### src/rtl/mips_pkg.sv
// Opcode/funct constants, branch class and controller state types shared by the branch path.
package mips_pkg;

  localparam logic [5:0] OP_SPECIAL = 6'b000000;
  localparam logic [5:0] OP_REGIMM  = 6'b000001;
  localparam logic [5:0] OP_J       = 6'b000010;
  localparam logic [5:0] OP_JAL     = 6'b000011;
  localparam logic [5:0] OP_BEQ     = 6'b000100;
  localparam logic [5:0] OP_BNE     = 6'b000101;
  localparam logic [5:0] OP_BLEZ    = 6'b000110;
  localparam logic [5:0] OP_BGTZ    = 6'b000111;

  localparam logic [5:0] FN_JR      = 6'b001000;
  localparam logic [5:0] FN_JALR    = 6'b001001;

  localparam logic [4:0] RT_BLTZ    = 5'b00000;
  localparam logic [4:0] RT_BGEZ    = 5'b00001;
  localparam logic [4:0] RT_BLTZAL  = 5'b10000;
  localparam logic [4:0] RT_BGEZAL  = 5'b10001;

  localparam logic [4:0] REG_RA     = 5'd31;

  typedef enum logic [1:0] {
    CLS_NONE = 2'd0,
    CLS_BR   = 2'd1,
    CLS_J    = 2'd2,
    CLS_JR   = 2'd3
  } br_class_e;

  typedef enum logic [1:0] {
    S_IDLE     = 2'd0,
    S_WAIT_OPS = 2'd1,
    S_REDIR    = 2'd2
  } ctrl_state_e;

  function automatic br_class_e decode_class(input logic [31:0] instr);
    logic [5:0] op;
    logic [4:0] rt;
    logic [5:0] fn;
    br_class_e  cls;
    op  = instr[31:26];
    rt  = instr[20:16];
    fn  = instr[5:0];
    cls = CLS_NONE;
    case (op)
      OP_REGIMM: begin
        if (rt == RT_BLTZ || rt == RT_BGEZ || rt == RT_BLTZAL || rt == RT_BGEZAL)
          cls = CLS_BR;
      end
      OP_BEQ, OP_BNE, OP_BLEZ, OP_BGTZ: cls = CLS_BR;
      OP_J, OP_JAL:                     cls = CLS_J;
      OP_SPECIAL: begin
        if (fn == FN_JR || fn == FN_JALR)
          cls = CLS_JR;
      end
      default: cls = CLS_NONE;
    endcase
    return cls;
  endfunction

endpackage

### src/rtl/branch_ctrl_if.sv
// ID-stage branch controller bundle: instruction/operands in, compare, redirect and link out.
interface branch_ctrl_if #(
  parameter int CNT_W = 16
);
  logic             id_valid;
  logic [31:0]      id_instr;
  logic [31:0]      id_pc;
  logic [31:0]      opa;
  logic [31:0]      opb;
  logic             opa_rdy;
  logic             opb_rdy;
  logic [31:0]      cmp_instr;
  logic             cmp_jump;
  logic             cmp_taken;
  logic             id_stall;
  logic             redir_valid;
  logic [31:0]      redir_pc;
  logic             redir_ready;
  logic             link_we;
  logic [4:0]       link_rd;
  logic [31:0]      link_data;
  logic [CNT_W-1:0] br_count;
  logic [CNT_W-1:0] tk_count;
  logic             wait_timeout;

  modport master (
    output id_valid, id_instr, id_pc, opa, opb, opa_rdy, opb_rdy, cmp_taken, redir_ready,
    input  cmp_instr, cmp_jump, id_stall, redir_valid, redir_pc,
           link_we, link_rd, link_data, br_count, tk_count, wait_timeout
  );

  modport slave (
    input  id_valid, id_instr, id_pc, opa, opb, opa_rdy, opb_rdy, cmp_taken, redir_ready,
    output cmp_instr, cmp_jump, id_stall, redir_valid, redir_pc,
           link_we, link_rd, link_data, br_count, tk_count, wait_timeout
  );
endinterface

### src/rtl/branch_target_gen.sv
// Combinational control-transfer target, link-form detect and link register/data select.
module branch_target_gen
  import mips_pkg::*;
(
  input  logic [31:0] i_instr,
  input  logic [31:0] i_pc,
  input  logic [31:0] i_opa,
  input  br_class_e   i_cls,
  output logic [31:0] o_target,
  output logic        o_link,
  output logic [4:0]  o_link_rd,
  output logic [31:0] o_link_data
);

  logic [31:0] w_pc4;
  logic [31:0] w_br_off;
  logic [5:0]  w_op;
  logic [4:0]  w_rt;
  logic [5:0]  w_fn;

  assign w_pc4    = i_pc + 32'd4;
  assign w_br_off = {{14{i_instr[15]}}, i_instr[15:0], 2'b00};
  assign w_op     = i_instr[31:26];
  assign w_rt     = i_instr[20:16];
  assign w_fn     = i_instr[5:0];

  always_comb begin
    o_target  = 32'd0;
    o_link    = 1'b0;
    o_link_rd = REG_RA;
    case (i_cls)
      CLS_BR: begin
        o_target = w_pc4 + w_br_off;
        // Only the REGIMM AL forms (BLTZAL/BGEZAL) have rt[4] set among decoded branches.
        o_link   = (w_op == OP_REGIMM) && w_rt[4];
      end
      CLS_J: begin
        o_target = {w_pc4[31:28], i_instr[25:0], 2'b00};
        o_link   = (w_op == OP_JAL);
      end
      CLS_JR: begin
        o_target  = i_opa;
        o_link    = (w_fn == FN_JALR);
        o_link_rd = i_instr[15:11];
      end
      default: begin
        o_target = 32'd0;
      end
    endcase
  end

  assign o_link_data = i_pc + 32'd8;

endmodule

### src/rtl/branch_ctrl.sv
// ID-stage branch sequencer: operand-wait stall, same-cycle resolve, held redirect handshake, link strobe, stats.
module branch_ctrl
  import mips_pkg::*;
#(
  parameter int CNT_W    = 16,
  parameter int WAIT_MAX = 15
) (
  input  logic      clk,
  input  logic      rst,
  branch_ctrl_if.slave bus
);

  localparam int                WAIT_W    = $clog2(WAIT_MAX + 1);
  localparam logic [WAIT_W-1:0] WAIT_LAST = WAIT_W'(WAIT_MAX);
  localparam logic [WAIT_W-1:0] WAIT_PRE  = WAIT_W'(WAIT_MAX - 1);
  localparam logic [CNT_W-1:0]  CNT_SAT   = {CNT_W{1'b1}};

  ctrl_state_e r_state;
  ctrl_state_e w_next;

  logic              r_redir_valid;
  logic [31:0]       r_redir_pc;
  logic [WAIT_W-1:0] r_wait_cnt;
  logic              r_wait_timeout;
  logic [CNT_W-1:0]  r_br_count;
  logic [CNT_W-1:0]  r_tk_count;

  br_class_e   w_cls;
  logic [5:0]  w_op;
  logic        w_ctrl;
  logic        w_ops_rdy;
  logic        w_resolve;
  logic        w_taken;
  logic        w_stall;
  logic [31:0] w_target;
  logic        w_link;
  logic [4:0]  w_link_rd;
  logic [31:0] w_link_data;
  logic        w_link_we;

  assign w_cls   = decode_class(bus.id_instr);
  assign w_op    = bus.id_instr[31:26];
  // Nothing may resolve while reset is held, so the link strobe stays low too.
  assign w_ctrl  = !rst && bus.id_valid && (w_cls != CLS_NONE);
  assign w_taken = w_resolve && bus.cmp_taken;

  always_comb begin
    w_ops_rdy = 1'b0;
    case (w_cls)
      CLS_BR: begin
        if (w_op == OP_BEQ || w_op == OP_BNE)
          w_ops_rdy = bus.opa_rdy && bus.opb_rdy;
        else
          w_ops_rdy = bus.opa_rdy;
      end
      CLS_JR:  w_ops_rdy = bus.opa_rdy;
      CLS_J:   w_ops_rdy = 1'b1;
      default: w_ops_rdy = 1'b0;
    endcase
  end

  branch_target_gen u_target (
    .i_instr     (bus.id_instr),
    .i_pc        (bus.id_pc),
    .i_opa       (bus.opa),
    .i_cls       (w_cls),
    .o_target    (w_target),
    .o_link      (w_link),
    .o_link_rd   (w_link_rd),
    .o_link_data (w_link_data)
  );

  always_ff @(posedge clk or posedge rst) begin
    if (rst) r_state <= S_IDLE;
    else     r_state <= w_next;
  end

  always_comb begin
    w_next    = r_state;
    w_resolve = 1'b0;
    w_stall   = 1'b0;
    case (r_state)
      S_IDLE: begin
        if (w_ctrl) begin
          if (w_ops_rdy) begin
            w_resolve = 1'b1;
          end else begin
            w_stall = 1'b1;
            w_next  = S_WAIT_OPS;
          end
        end
      end
      S_WAIT_OPS: begin
        if (!w_ctrl) begin
          w_next = S_IDLE;
        end else if (w_ops_rdy) begin
          w_resolve = 1'b1;
        end else begin
          w_stall = 1'b1;
        end
      end
      S_REDIR: begin
        w_stall = 1'b1;
        if (r_redir_valid && bus.redir_ready)
          w_next = S_IDLE;
      end
      default: begin
        w_next = S_IDLE;
      end
    endcase
    if (w_resolve)
      w_next = bus.cmp_taken ? S_REDIR : S_IDLE;
  end

  // Redirect target is captured at resolve and held untouched until fetch accepts it.
  always_ff @(posedge clk or posedge rst) begin
    if (rst) begin
      r_redir_valid <= 1'b0;
      r_redir_pc    <= 32'd0;
    end else if (w_taken) begin
      r_redir_valid <= 1'b1;
      r_redir_pc    <= w_target;
    end else if (r_state == S_REDIR && bus.redir_ready) begin
      r_redir_valid <= 1'b0;
    end
  end

  always_ff @(posedge clk or posedge rst) begin
    if (rst) begin
      r_wait_cnt     <= '0;
      r_wait_timeout <= 1'b0;
    end else begin
      r_wait_timeout <= 1'b0;
      if (r_state != S_WAIT_OPS) begin
        r_wait_cnt <= '0;
      end else if (w_stall) begin
        if (r_wait_cnt != WAIT_LAST)
          r_wait_cnt <= r_wait_cnt + WAIT_W'(1);
        r_wait_timeout <= (r_wait_cnt == WAIT_PRE);
      end
    end
  end

  always_ff @(posedge clk or posedge rst) begin
    if (rst) begin
      r_br_count <= '0;
      r_tk_count <= '0;
    end else begin
      if (w_resolve && r_br_count != CNT_SAT)
        r_br_count <= r_br_count + CNT_W'(1);
      if (w_taken && r_tk_count != CNT_SAT)
        r_tk_count <= r_tk_count + CNT_W'(1);
    end
  end

  assign w_link_we = w_resolve && w_link;

  assign bus.cmp_instr    = (w_cls != CLS_NONE) ? bus.id_instr : 32'd0;
  assign bus.cmp_jump     = (w_cls == CLS_J) || (w_cls == CLS_JR);
  assign bus.id_stall     = w_stall;
  assign bus.redir_valid  = r_redir_valid;
  assign bus.redir_pc     = r_redir_pc;
  assign bus.link_we      = w_link_we;
  assign bus.link_rd      = w_link_we ? w_link_rd : 5'd0;
  assign bus.link_data    = w_link_we ? w_link_data : 32'd0;
  assign bus.br_count     = r_br_count;
  assign bus.tk_count     = r_tk_count;
  assign bus.wait_timeout = r_wait_timeout;

endmodule

### src/flat_wrapper.sv
// flat-port wrapper written by rule: the top's interface ports become plain ports
module branch_ctrl_flat import mips_pkg::*;
#(
  parameter int CNT_W    = 16,
  parameter int WAIT_MAX = 15
)
  (clk, rst, bus_id_valid, bus_id_instr, bus_id_pc, bus_opa, bus_opb, bus_opa_rdy, bus_opb_rdy, bus_cmp_taken, bus_redir_ready, bus_cmp_instr, bus_cmp_jump, bus_id_stall, bus_redir_valid, bus_redir_pc, bus_link_we, bus_link_rd, bus_link_data, bus_br_count, bus_tk_count, bus_wait_timeout);
  branch_ctrl_if #(.CNT_W(CNT_W)) bus_i ();
  input  logic clk;
  input  logic rst;
  input wire logic [$bits(bus_i.id_valid)-1:0] bus_id_valid;
  input wire logic [$bits(bus_i.id_instr)-1:0] bus_id_instr;
  input wire logic [$bits(bus_i.id_pc)-1:0] bus_id_pc;
  input wire logic [$bits(bus_i.opa)-1:0] bus_opa;
  input wire logic [$bits(bus_i.opb)-1:0] bus_opb;
  input wire logic [$bits(bus_i.opa_rdy)-1:0] bus_opa_rdy;
  input wire logic [$bits(bus_i.opb_rdy)-1:0] bus_opb_rdy;
  input wire logic [$bits(bus_i.cmp_taken)-1:0] bus_cmp_taken;
  input wire logic [$bits(bus_i.redir_ready)-1:0] bus_redir_ready;
  output wire logic [$bits(bus_i.cmp_instr)-1:0] bus_cmp_instr;
  output wire logic [$bits(bus_i.cmp_jump)-1:0] bus_cmp_jump;
  output wire logic [$bits(bus_i.id_stall)-1:0] bus_id_stall;
  output wire logic [$bits(bus_i.redir_valid)-1:0] bus_redir_valid;
  output wire logic [$bits(bus_i.redir_pc)-1:0] bus_redir_pc;
  output wire logic [$bits(bus_i.link_we)-1:0] bus_link_we;
  output wire logic [$bits(bus_i.link_rd)-1:0] bus_link_rd;
  output wire logic [$bits(bus_i.link_data)-1:0] bus_link_data;
  output wire logic [$bits(bus_i.br_count)-1:0] bus_br_count;
  output wire logic [$bits(bus_i.tk_count)-1:0] bus_tk_count;
  output wire logic [$bits(bus_i.wait_timeout)-1:0] bus_wait_timeout;
  assign bus_i.id_valid = bus_id_valid;
  assign bus_i.id_instr = bus_id_instr;
  assign bus_i.id_pc = bus_id_pc;
  assign bus_i.opa = bus_opa;
  assign bus_i.opb = bus_opb;
  assign bus_i.opa_rdy = bus_opa_rdy;
  assign bus_i.opb_rdy = bus_opb_rdy;
  assign bus_i.cmp_taken = bus_cmp_taken;
  assign bus_i.redir_ready = bus_redir_ready;
  assign bus_cmp_instr = bus_i.cmp_instr;
  assign bus_cmp_jump = bus_i.cmp_jump;
  assign bus_id_stall = bus_i.id_stall;
  assign bus_redir_valid = bus_i.redir_valid;
  assign bus_redir_pc = bus_i.redir_pc;
  assign bus_link_we = bus_i.link_we;
  assign bus_link_rd = bus_i.link_rd;
  assign bus_link_data = bus_i.link_data;
  assign bus_br_count = bus_i.br_count;
  assign bus_tk_count = bus_i.tk_count;
  assign bus_wait_timeout = bus_i.wait_timeout;
  branch_ctrl #(.CNT_W(CNT_W), .WAIT_MAX(WAIT_MAX)) u_core (.clk(clk), .rst(rst), .bus(bus_i));
endmodule
### config.mk
export PLATFORM = sky130hd
export DESIGN_NAME = branch_ctrl_flat
export DESIGN_NICKNAME = d
export VERILOG_FILES = /design/src/rtl/mips_pkg.sv /design/src/rtl/branch_ctrl_if.sv /design/src/rtl/branch_target_gen.sv /design/src/rtl/branch_ctrl.sv /design/src/flat_wrapper.sv
export SDC_FILE = /design/constraint.sdc
export NUM_CORES = 1
export LEC_CHECK = 0
export CAP_MARGIN = 30
export CORE_ASPECT_RATIO = 2
export CORE_MARGIN = 10
export CORE_UTILIZATION = 44
export CTS_CLUSTER_DIAMETER = 150
export CTS_CLUSTER_SIZE = 24
export DETAILED_ROUTE_END_ITERATION = 16
export PLACE_DENSITY = 0.88
export SLEW_MARGIN = 20
export SYNTH_ARGS = -nofsm -noshare
export SYNTH_HDL_FRONTEND = slang
export SYNTH_SLANG_ARGS = --single-unit
### constraint.sdc
create_clock -name clk -period 6.8 [get_ports clk]
set_input_delay 1.36 -clock clk [delete_from_list [all_inputs] [get_ports clk]]
set_output_delay 1.36 -clock clk [all_outputs]
set_load 0.02 [all_outputs]
==> results of run 1 <==
where the power goes:
| part | total [W] | leakage, nW | switching, W | internal [W] |
|---|---|---|---|---|
| Sequential | 0.000435 | 0.984 | 0.00000298 | 0.000432 |
| Combinational | 0.000338 | 2.67 | 0.000181 | 0.000157 |
| Clock | 0.000509 | 0.152 | 0.000188 | 0.000321 |
| Total | 0.00128 | 3.80 | 0.000373 | 0.000910 |
path summary, 6_finish.rpt:
kind	startpoint	end	slack [ns]
max	bus_id_instr[28]	bus_link_rd[0]	0.45
min	u_core.bus.redir_pc[7]	u_core.bus.redir_pc[7]	0.48
max reg2reg	u_core.r_state[1]	u_core.bus.tk_count[15]	4.09
min reg2reg	u_core.bus.redir_pc[7]	u_core.bus.redir_pc[7]	0.48
max in group asynchronous	rst	u_core.r_wait_cnt[3]	4.83
min in group asynchronous	rst	u_core.bus.tk_count[15]	1.40
critical path: stages:
cell and delay [ns]:
clkdlybuf4s50_1 0.63, nor4_1 0.14, buf_4 0.17, nand2b_1 0.11, buf_4 0.21, o21a_1 0.22
o221ai_2 0.11, buf_4 0.16, nor3_1 0.59, nand2_1 0.18, buf_4 0.30, nor2_1 0.17
clkdlybuf4s50_1 0.64
synthesized netlist by cell type (2+ instances only):
cell and n:
nand2_1 82, inv_1 17, buf_2 3, o22ai_1 3
a211oi_1 4, or3_1 6, nor3_1 27, a222oi_1 21
a21oi_1 37, xor2_1 44, nand3_1 33, buf_6 2
and2_1 33, or2_2 2, nor4_1 3, nand2b_1 8
a22o_1 2, mux2_2 2, a221oi_1 9, nand4_1 15
clkbuf_1 26, o31ai_1 3, a21o_1 12, o21bai_1 3
a31oi_1 4, and4_1 8, a31o_2 2, o21a_1 6
nor2_1 96, dfrtp_1 72, nor2b_1 4, buf_4 3
and3_1 24, ha_1 35, o21ai_0 41, xnor2_1 62
stage by stage:
step	instances	hold WS (ns)	cell area [um^2]	setup WS (ns)
3_3_place_gp	1194	0.461	8900	0.679
3_5_place_dp	1194	0.470	8900	0.608
5_1_grt	1213	0.512	9250	0.151
2_1_floorplan	787	0.506	6350	0.948
4_1_cts	1210	0.483	9220	0.552
6_report	1213	0.480	9250	0.446
layout make-up:
type,count,area share (%)
multi-input cells,662,46.7
repair buffers,252,27.0
flip-flops and latches,72,19.5
well taps,192,2.60
clock buffers,9,2.44
clock inverters,7,1.01
inverters,17,0.690
diodes,2,0.0541
metal layers:
layer  vias up  GRT usage, %  part of all wire, %
met1      3314          24.7                   35
met4         0          12.8                  4.8
met2       344          46.4                   54
met3        77          4.95                  6.1
met5         -             0                    0
li1       3282             -                    -
sequential cells by signal, summed over array words and instances, names as in the netlist:
register,flops
u_core.bus.br_count,16
u_core.r_state,2
u_core.bus.wait_timeout,1
u_core.bus.redir_pc,32
u_core.r_wait_cnt,4
u_core.bus.redir_valid,1
u_core.bus.tk_count,16
logic make-up after synthesis:
kind of cell	after synthesis	share of synthesized area (%)
other	1	0.0591
multiplexers	3	0.513
adder cells (fa/ha/maj)	36	7.22
buffers and inverters	53	3.63
AND/OR/NAND/NOR	350	27.5
XOR/XNOR	106	14.6
AO/OA/AOI/OAI	164	18.0
flip-flops	72	28.4
==> out/qor.txt, run 1 <==
HOLD PATH
--------------------------------------------------------------------------------------------------
Worst min-delay path class                                                            flop to flop
Min-Delay Path Depth                                                                             2

CLOCKING
--------------------------------------------------------------------------------------------------
Number of buffers inserted during clock tree synthesis                                           9
Post-CTS Hold Fix Bufs                                                                           0
Buffer depth of the longest clock path                                                           2
Clock tree from TritonCTS                                                                      yes
Maximum level of the CTS H-tree                                                                  3
Count of cells resized by post-cts repair                                                        0
Clock transition time at the flip-flop clock pins of the worst setup and hold paths        0.06 ns
Clock sink total                                                                                72
Buffers inserted during post-CTS setup optimization                                              0
Clock latency at the later pin of the worst-skew pair                                      0.34 ns
Clock root buffer                                                                        clkbuf_16

PLACE
--------------------------------------------------------------------------------------------------
Port buffer count                                                                              237
Gp weighted congestion                                                                       0.920
DP Wirelength                                                                             20100 um

SYNTH
--------------------------------------------------------------------------------------------------
Leading area contributor after synthesis                                                   dfrtp_1
Cell count after synthesis                                                                     785
Number of flops mapped to enable cells by yosys                                                  0
Synth warn                                                                                       0
Mean instance size in the synthesized netlist                                            8.08 um^2
Share of flip-flops with an asynchronous set or reset after synthesis                         100%
Proportion of synthesized chip area in sequential cells                                      28.4%
Fraction of post-synthesis cell area in the top cell type by area                            28.4%
Post-synth design cell area                                                              6340 um^2
#FFs+latches synth                                                                              72
Main area contributors after synthesis                                                dfrtp_1 (28%), xnor2_1 (8.6%), ha_1 (6.9%)
Library cells used by synthesis                                                                 67
Top_reg_cell synth                                                                         dfrtp_1

FLOW RUN
--------------------------------------------------------------------------------------------------
Maximum capacitance violations                                                                   0

ROUTING
--------------------------------------------------------------------------------------------------
Routed wire length                                                                        25600 um
Via density per instance                                                                      5.78
Remaining DRCs                                                                                   0
Number of vias in the routed layout                                                           7017
Violation count after the first detailed-routing iteration                                     519
Avg WL per Cell                                                                            21.1 um
Number of nets with antenna violations after detailed routing                                    0
Number of iterations in the first detailed-routing pass                                          7

CELLS AND AREA
--------------------------------------------------------------------------------------------------
Syn-to-layout area delta                                                                     45.8%
Sequential cell area in the final layout                                                 1800 um^2
Final core area utilization                                                                  64.8%
Commonest non-fill, non-tap cells in the layout                                       clkdlybuf4s50_1 (234), nor2_1 (95), nand2_1 (82), dfrtp_1 (72), xnor2_1 (62)
Most common library cell in the layout ignoring fill and taps                         clkdlybuf4s50_1
Fill cell instance count of the final layout                                                  1216
Final nets                                                                                    1185
Layout cell share with drive strength beyond 1                                               5.20%
Combined area of the multi-input logic cells                                             4320 um^2

STA
--------------------------------------------------------------------------------------------------
Slew Limit Fails                                                                                 0
Period utilisation layout                                                                    93.4%
Final hold viol count                                                                            0
Setup total negative slack                                                                    0 ns
Count of final setup violators                                                                   0
Crit path time final                                                                       6.35 ns
Clock Skew                                                                              0.00569 ns
Slew HR                                                                                      36.2%
Highest clock frequency the design can meet                                                157 MHz
Worst slew pin tran                                                                       0.953 ns
RSZ-0062 raised after global routing                                                         false

GRT
--------------------------------------------------------------------------------------------------
Antenna violations before repair                                                                 2
Pin count of the biggest net entering global routing                                            74
Total grt overflow                                                                               0
Vias in the first global route                                                                7402
Global-route wire length before repair                                                    39600 um
Total global routing track utilization                                                       24.6%

OUTCOME
--------------------------------------------------------------------------------------------------
Result of the run                                                                     finished clean

POWER
--------------------------------------------------------------------------------------------------
Pleak                                                                                      3.80 nW
Worst vdd ir                                                                               98.2 uV
Power after layout                                                                       0.00128 W
Total power per unit cell area                                                         139 nW/um^2

FLOORPLANNING
--------------------------------------------------------------------------------------------------
X dimension of the die                                                                      105 um
Site row count                                                                                  62
Number of I/O pins                                                                             273
Overall die height                                                                          190 um
Initial core utilization                                                                     44.4%
Area of the core region                                                                 14300 um^2
DIE AREA                                                                                19900 um^2

WORST SETUP PATH
--------------------------------------------------------------------------------------------------
Depth of the most critical reg-to-reg path                                                       8
Maximum fanout along the worst path                                                             34
Worst path arrival time                                                                    4.99 ns
Type of origin of the critical path                                                   primary input
Type of the setup path with the least slack                                           primary input to output port
Required time worst endpoint                                                               5.44 ns
Crit path capture type                                                                 output port

Note: power is estimated with default switching activity, not from simulation.
==> inputs of run 2 (changes only) <==
--- a/config.mk
+++ b/config.mk
@@ -5,7 +5,6 @@
 export SDC_FILE = /design/constraint.sdc
 export NUM_CORES = 1
 export LEC_CHECK = 0
-export CAP_MARGIN = 30
 export CORE_ASPECT_RATIO = 2
 export CORE_MARGIN = 10
 export CORE_UTILIZATION = 44
==> run 2 against run 1 <==
Final cell count about the same. Sequential power about the same. Routed wire length down 0.60%. Global-route usage unchanged. Clock-buffer cell count unchanged. Die area unchanged. First-iteration DRC count down 4.8%. Setup slack better by 0.025 ns. Register-to-register slack about the same. Sequential share of layout area up 0.058 points. Largest cell class unchanged.
==> out/qor.txt, run 2 (synthesized netlist as in run 1, its figures left out) <==
OUTCOME
--------------------------------------------------------------------------------------------------
Result of the run                                                                     finished clean   unchanged

STA
--------------------------------------------------------------------------------------------------
Highest clock frequency the design can meet                                                158 MHz   was 157 MHz
Slew Limit Fails                                                                                 0   unchanged
Clock Skew                                                                              0.00548 ns   was 0.00569 ns
RSZ-0062 raised after global routing                                                         false   unchanged
Crit path time final                                                                       6.33 ns   was 6.35 ns
Worst slew pin tran                                                                       0.946 ns   was 0.953 ns
Count of final setup violators                                                                   0   unchanged
Worst hold slack                                                                          0.479 ns   was 0.480 ns
Setup total negative slack                                                                    0 ns   unchanged
Slew HR                                                                                      36.9%   was 36.2%
Period utilisation layout                                                                    93.1%   was 93.4%
Final hold viol count                                                                            0   unchanged

FLOORPLANNING
--------------------------------------------------------------------------------------------------
Initial core utilization                                                                     44.4%   unchanged
DIE AREA                                                                                19900 um^2   unchanged
Area of the core region                                                                 14300 um^2   unchanged
Overall die height                                                                          190 um   unchanged
Number of I/O pins                                                                             273   unchanged
X dimension of the die                                                                      105 um   unchanged
Site row count                                                                                  62   unchanged

CLOCKING
--------------------------------------------------------------------------------------------------
Count of cells resized by post-cts repair                                                        0   unchanged
Buffer depth of the longest clock path                                                           2   unchanged
Number of buffers inserted during clock tree synthesis                                           9   unchanged
Clock root buffer                                                                        clkbuf_16   unchanged
Clock tree from TritonCTS                                                                      yes   unchanged
Buffers inserted during post-CTS setup optimization                                              0   unchanged
Clock latency at the later pin of the worst-skew pair                                      0.34 ns   about the same
Clock sink total                                                                                72   unchanged
Clock transition time at the flip-flop clock pins of the worst setup and hold paths        0.06 ns   about the same
Maximum level of the CTS H-tree                                                                  3   unchanged
Post-CTS Hold Fix Bufs                                                                           0   unchanged

FLOW RUN
--------------------------------------------------------------------------------------------------
Maximum capacitance violations                                                                   0   unchanged

CELLS AND AREA
--------------------------------------------------------------------------------------------------
Syn-to-layout area delta                                                                     45.4%   was 45.8%
Non-filler instance count after layout                                                        1212   was 1213
Final nets                                                                                    1184   was 1185
Layout cell share with drive strength beyond 1                                               5.11%   was 5.20%
Most common library cell in the layout ignoring fill and taps                         clkdlybuf4s50_1   unchanged
Fill cell instance count of the final layout                                                  1223   was 1216
Commonest non-fill, non-tap cells in the layout                                       clkdlybuf4s50_1 (234), nor2_1 (95), nand2_1 (82), dfrtp_1 (72), xnor2_1 (62)   unchanged
Flip-flop count of the largest register after layout                                            32   unchanged

WORST SETUP PATH
--------------------------------------------------------------------------------------------------
Maximum fanout along the worst path                                                             34   unchanged
Crit path capture type                                                                 output port   unchanged
Slowest cell on crit path                                                             clkdlybuf4s50_1   unchanged
Type of the setup path with the least slack                                           primary input to output port   unchanged
Depth of the most critical reg-to-reg path                                                       8   unchanged
Max stage delay on crit path                                                               0.64 ns   about the same
Buffers & Inverters on Critical Path                                                             6   unchanged
Capture point of the critical path                                                    bus_link_rd[0]   unchanged
Crit. Startpoint                                                                      bus_id_instr[28]   unchanged
Reg-to-Reg Start                                                                      u_core.r_state[1]   unchanged
Cells along the critical path                                                         clkdlybuf4s50_1 > nor4_1 > buf_4 > nand2b_1 > buf_4 > o21a_1 > o221ai_2 > buf_4 > nor3_1 > nand2_1 > buf_4 > nor2_1 > clkdlybuf4s50_1   unchanged
Dominant delay contributor by cell family on the critical path                        buffers and inverters   unchanged
Capturing point of the worst reg2reg path                                             u_core.bus.tk_count[15]   unchanged
Total number of cells along the worst setup path                                                13   unchanged
Worst path arrival time                                                                    4.97 ns   was 4.99 ns
Type of origin of the critical path                                                   primary input   unchanged
Library cell appearing most often on the critical path                                       buf_4   unchanged
Register-to-register path setup slack                                                      4.08 ns   was 4.09 ns
Required time worst endpoint                                                               5.44 ns   about the same

GRT
--------------------------------------------------------------------------------------------------
Vias in the first global route                                                                7402   unchanged
Total global routing track utilization                                                       24.6%   unchanged
Antenna violations before repair                                                                 2   unchanged
Total grt overflow                                                                               0   unchanged
Pin count of the biggest net entering global routing                                            74   unchanged
Global-route wire length before repair                                                    39600 um   unchanged

ROUTING
--------------------------------------------------------------------------------------------------
Number of nets with antenna violations after detailed routing                                    0   unchanged
Avg WL per Cell                                                                            21.0 um   was 21.1 um
Number of vias in the routed layout                                                           7003   was 7017
Violation count after the first detailed-routing iteration                                     494   was 519
Routed wire length                                                                        25400 um   was 25600 um
Number of iterations in the first detailed-routing pass                                          6   was 7
Remaining DRCs                                                                                   0   unchanged
Via density per instance                                                                      5.78   about the same

PLACE
--------------------------------------------------------------------------------------------------
DP Wirelength                                                                             20100 um   unchanged
Post-placement cell count                                                                     1194   unchanged
Port buffer count                                                                              237   unchanged
Gp weighted congestion                                                                       0.920   unchanged

POWER
--------------------------------------------------------------------------------------------------
Total power per unit cell area                                                         139 nW/um^2   about the same
Pleak                                                                                      3.79 nW   was 3.80 nW
Worst vdd ir                                                                               97.8 uV   was 98.2 uV

HOLD PATH
--------------------------------------------------------------------------------------------------
Worst min-delay path class                                                            flop to flop   unchanged

## run 2: cell count changes in the layout (fill, tap and decap cells not counted)
cell	before	now
buf_16	1	0
## run 2: final cells by class
type / count / area (um^2) / area share, %
Timing Repair Buffer: 251 / 2470 / 26.8
Antenna cell: 2 / 5.00 / 0.0543
Sequential cell: 72 / 1800 / 19.5
Clock inverter: 7 / 93.8 / 1.02
Inverter: 17 / 63.8 / 0.692
Multi-Input combinational cell: 662 / 4320 / 46.9
Clock buffer: 9 / 225 / 2.44
Tap cell: 192 / 240 / 2.61
## run 2: per-stage QoR
stage	worst slack, ns	utilization (%)	instance area (um^2)	power [W]
floorplan	0.948	-	6350	0.000629
global placement	0.679	62.3	8900	0.000767
detailed placement	0.608	62.3	8900	0.000773
CTS	0.552	64.6	9220	0.00128
global route	0.185	64.6	9220	0.00133
finish	0.471	64.6	9220	0.00128
## run 2: worst min-delay path by stage
stage | cells after the start | from | slack [ns] | end
after floorplan | 1 | u_core.r_state[1] | 0.51 | u_core.r_state[0]
after detailed placement | 2 | u_core.bus.redir_pc[8] | 0.47 | u_core.bus.redir_pc[8]
final | 2 | u_core.bus.redir_pc[7] | 0.48 | u_core.bus.redir_pc[7]
after global placement | 2 | u_core.bus.redir_pc[8] | 0.46 | u_core.bus.redir_pc[8]
after CTS | 2 | u_core.bus.redir_pc[8] | 0.48 | u_core.bus.redir_pc[8]
after global routing | 2 | u_core.bus.redir_pc[7] | 0.51 | u_core.bus.redir_pc[7]
## run 2: metal layers
metal | wire (um) | part of all wire, % | track usage, % | vias to the layer above
met5 | 0 | 0 | 0 | -
met4 | 1240 | 4.9 | 12.8 | 0
met3 | 1580 | 6.2 | 4.95 | 72
met2 | 13500 | 53 | 46.4 | 345
met1 | 9110 | 36 | 24.7 | 3308
li1 | - | - | - | 3278
## run 2: power by group
| group | internal [W] | total [W] | switching [W] | leakage [nW] |
|---|---|---|---|---|
| logic | 0.000155 | 0.000336 | 0.000181 | 2.65 |
| registers | 0.000432 | 0.000435 | 0.00000299 | 0.984 |
| clock network | 0.000321 | 0.000509 | 0.000188 | 0.152 |
| total | 0.000908 | 0.00128 | 0.000372 | 3.79 |
## run 2: worst register-to-register path, delay by kind of cell (launching register included)
| family | cells | cell delay (ns) |
|---|---|---|
| simple gates | 4 | 1.32 |
| flops | 1 | 0.47 |
| buf+inv | 1 | 0.16 |
| xor+xnor | 1 | 0.14 |
| compound gates | 2 | 0.52 |
==> inputs of run 3 (changes only) <==
--- a/config.mk
+++ b/config.mk
@@ -7,11 +7,12 @@
 export LEC_CHECK = 0
 export CORE_ASPECT_RATIO = 2
 export CORE_MARGIN = 10
-export CORE_UTILIZATION = 44
+export CORE_UTILIZATION = 45
 export CTS_CLUSTER_DIAMETER = 150
 export CTS_CLUSTER_SIZE = 24
 export DETAILED_ROUTE_END_ITERATION = 16
-export PLACE_DENSITY = 0.88
+export DONT_BUFFER_PORTS = 1
+export PLACE_DENSITY = 0.65
 export SLEW_MARGIN = 20
 export SYNTH_ARGS = -nofsm -noshare
 export SYNTH_HDL_FRONTEND = slang
==> run 3 against run 2 <==
Critical path depth is 3 lower. Fmax is 11% higher. Sequential cell count stayed put. Clock power is 9.8% lower. Die area is 1.9% lower. Non-clock buffer count is 210 lower. Global-route usage is 2.3 points lower. Combinational power is 33% lower. Utilization is 14 points lower. Sequential power is 1% higher. Critical endpoint is now bus_link_data[12].
==> out/qor.txt, run 3 (synthesized netlist as in run 1, its figures left out) <==
OUTCOME
--------------------------------------------------------------------------------------------------
Result of the run                                                                     finished clean   unchanged

FLOORPLANNING
--------------------------------------------------------------------------------------------------
Area of the core region                                                                 13900 um^2   was 14300 um^2
DIE AREA                                                                                19500 um^2   was 19900 um^2
X dimension of the die                                                                      104 um   was 105 um
Site row count                                                                                  61   was 62
Initial core utilization                                                                     45.7%   was 44.4%
Number of I/O pins                                                                             273   unchanged
Overall die height                                                                          188 um   was 190 um

CELLS AND AREA
--------------------------------------------------------------------------------------------------
Combined area of the multi-input logic cells                                             4320 um^2   about the same
Final nets                                                                                     974   was 1184
Flip-flop count of the largest register after layout                                            32   unchanged
Syn-to-layout area delta                                                                     10.8%   was 45.4%
Fill cell instance count of the final layout                                                  1387   was 1223
Layout cell share with drive strength beyond 1                                               9.42%   was 5.11%
Sequential cell area in the final layout                                                 1800 um^2   unchanged
Most common library cell in the layout ignoring fill and taps                               nor2_1   was clkdlybuf4s50_1
Commonest non-fill, non-tap cells in the layout                                       nor2_1 (94), nand2_1 (82), dfrtp_1 (72), xnor2_1 (62), xor2_1 (44)   was clkdlybuf4s50_1 (234), nor2_1 (95), nand2_1 (82), dfrtp_1 (72), xnor2_1 (62)

STA
--------------------------------------------------------------------------------------------------
Worst slew pin tran                                                                       0.935 ns   was 0.946 ns
Count of final setup violators                                                                   0   unchanged
Period utilisation layout                                                                    83.9%   was 93.1%
Highest clock frequency the design can meet                                                175 MHz   was 158 MHz
Setup total negative slack                                                                    0 ns   unchanged
Final hold viol count                                                                            0   unchanged
Clock Skew                                                                              0.00609 ns   was 0.00548 ns
Slew Limit Fails                                                                                 0   unchanged
RSZ-0062 raised after global routing                                                         false   unchanged
Worst hold slack                                                                          0.578 ns   was 0.479 ns
Crit path time final                                                                       5.70 ns   was 6.33 ns
Slew HR                                                                                      37.7%   was 36.9%

PLACE
--------------------------------------------------------------------------------------------------
DP Wirelength                                                                             18700 um   was 20100 um
Gp weighted congestion                                                                       0.925   was 0.920
Port buffer count                                                                                0   was 237

POWER
--------------------------------------------------------------------------------------------------
Total power per unit cell area                                                         160 nW/um^2   was 139 nW/um^2
Worst vdd ir                                                                                117 uV   was 97.8 uV
Part of the power in the clock network                                                       40.8%   was 39.8%
Internal power                                                                          0.000807 W   was 0.000908 W
Combinational power share                                                                    20.0%   was 26.2%
Pleak                                                                                      3.06 nW   was 3.79 nW
Switching component of the power                                                        0.000319 W   was 0.000372 W
Fraction of power consumed by sequential logic                                               39.2%   was 34.0%
Switching part of the total power                                                            28.3%   was 29.1%

HOLD PATH
--------------------------------------------------------------------------------------------------
Hold path start                                                                       u_core.r_wait_cnt[3]   was u_core.bus.redir_pc[7]
Min-Delay Path Depth                                                                             2   unchanged
Worst min-delay path class                                                            flop to flop   unchanged

WORST SETUP PATH
--------------------------------------------------------------------------------------------------
Type of origin of the critical path                                                   primary input   unchanged
Type of the setup path with the least slack                                           primary input to output port   unchanged
Maximum fanout along the worst path                                                             35   was 34
Library cell appearing most often on the critical path                                       buf_4   unchanged
Max stage delay on crit path                                                               0.68 ns   was 0.64 ns
Cells along the critical path                                                         nor4_1 > nand2b_1 > o21ai_2 > buf_4 > a21oi_1 > o32ai_1 > nand2_1 > buf_4 > nor2_1 > buf_4   was clkdlybuf4s50_1 > nor4_1 > buf_4 > nand2b_1 > buf_4 > o21a_1 > o221ai_2 > buf_4 > nor3_1 > nand2_1 > buf_4 > nor2_1 > clkdlybuf4s50_1
Crit path capture type                                                                 output port   unchanged
Depth of the most critical reg-to-reg path                                                       7   was 8
Slowest cell on crit path                                                                   nor4_1   was clkdlybuf4s50_1
Required time worst endpoint                                                               5.44 ns   about the same
Worst path arrival time                                                                    4.34 ns   was 4.97 ns
Crit. Startpoint                                                                      bus_id_instr[28]   unchanged
Reg-to-Reg Start                                                                      u_core.r_state[1]   unchanged

CLOCKING
--------------------------------------------------------------------------------------------------
Count of cells resized by post-cts repair                                                        0   unchanged
Clock transition time at the flip-flop clock pins of the worst setup and hold paths        0.06 ns   about the same
Buffer depth of the longest clock path                                                           2   unchanged
Clock tree from TritonCTS                                                                      yes   unchanged
Clock latency at the later pin of the worst-skew pair                                      0.33 ns   was 0.34 ns
Post-CTS Hold Fix Bufs                                                                           0   unchanged
Buffers inserted during post-CTS setup optimization                                              0   unchanged
Clock sink total                                                                                72   unchanged
Maximum level of the CTS H-tree                                                                  3   unchanged
Clock root buffer                                                                        clkbuf_16   unchanged
Number of buffers inserted during clock tree synthesis                                           9   unchanged

ROUTING
--------------------------------------------------------------------------------------------------
Number of iterations in the first detailed-routing pass                                          9   was 6
Number of vias in the routed layout                                                           6061   was 7003
Avg WL per Cell                                                                            22.6 um   was 21.0 um
Via density per instance                                                                      6.08   was 5.78
Violation count after the first detailed-routing iteration                                     492   was 494
Number of nets with antenna violations after detailed routing                                    0   unchanged
Remaining DRCs                                                                                   0   unchanged
Routed wire length                                                                        22600 um   was 25400 um

GRT
--------------------------------------------------------------------------------------------------
Global-route wire length before repair                                                    35000 um   was 39600 um
Total global routing track utilization                                                       22.3%   was 24.6%
Vias in the first global route                                                                6329   was 7402
Pin count of the biggest net entering global routing                                            56   was 74
Total grt overflow                                                                               0   unchanged
Antenna violations before repair                                                                 1   was 2

FLOW RUN
--------------------------------------------------------------------------------------------------
Maximum capacitance violations                                                                   0   unchanged

## run 3: cell count changes in the layout (fill, tap and decap cells not counted), sizes merged
cell | previous run | this run
bufinv | 2 | 0
clkinv | 2 | 1
clkbuf | 9 | 13
clkinvlp | 2 | 1
clkdlybuf4s50 | 234 | 0
diode | 2 | 1
inv | 18 | 17
buf | 17 | 41
## run 3: worst max-delay path: cells and delay by family
kind / cells / cell delay [ns]
AO/OA/AOI/OAI: 3 / 0.75
buffers and inverters: 3 / 0.79
AND/OR/NAND/NOR: 4 / 1.42
## run 3: cell type report
cell class,count,area share (%)
Multi-Input combinational cell,662,61.5
Inverter,17,0.908
Clock buffer,13,3.99
Timing Repair Buffer,41,4.38
Antenna cell,1,0.0356
Sequential cell,72,25.6
Clock inverter,2,0.178
Tap cell,189,3.36
## run 3: path summary, 6_finish.rpt
path	end	slack, ns
worst max-delay path	bus_link_data[12]	1.10
worst min-delay path	u_core.bus.wait_timeout	0.58
worst max register to register	u_core.bus.tk_count[15]	4.11
worst min register to register	u_core.bus.wait_timeout	0.58
max in group asynchronous	u_core.bus.br_count[9]	4.86
min in group asynchronous	u_core.bus.redir_pc[27]	0.90
## run 3: stage by stage
step / area, um^2 / util [%] / cells / total power, W / worst slack (ns)
finish: 7030 / 50.6 / 997 / 0.00113 / 1.10
global route: 7030 / 50.6 / 997 / 0.00117 / 1.02
CTS: 7030 / 50.6 / 996 / 0.00112 / 1.11
detailed placement: 6730 / 48.5 / 981 / 0.000672 / 1.12
global placement: 6730 / 48.5 / 981 / 0.000668 / 1.20
floorplan: 6350 / - / 787 / 0.000629 / 0.948
## run 3: power by group through the flow
stage               registers, W  logic (W)  clock network [W]
floorplan               0.000447   0.000182                  0
global placement        0.000449   0.000219                  0
detailed placement      0.000449   0.000223                  0
CTS                     0.000442   0.000224           0.000459
global route            0.000442   0.000251           0.000481
finish                  0.000441   0.000225           0.000459
## run 3: layer usage
layer | GRT usage, % | share of wire [%]
met1 | 21.5 | 34
met3 | 7.76 | 9.8
met2 | 39.9 | 51
met5 | 0 | 0
met4 | 13.5 | 5.6
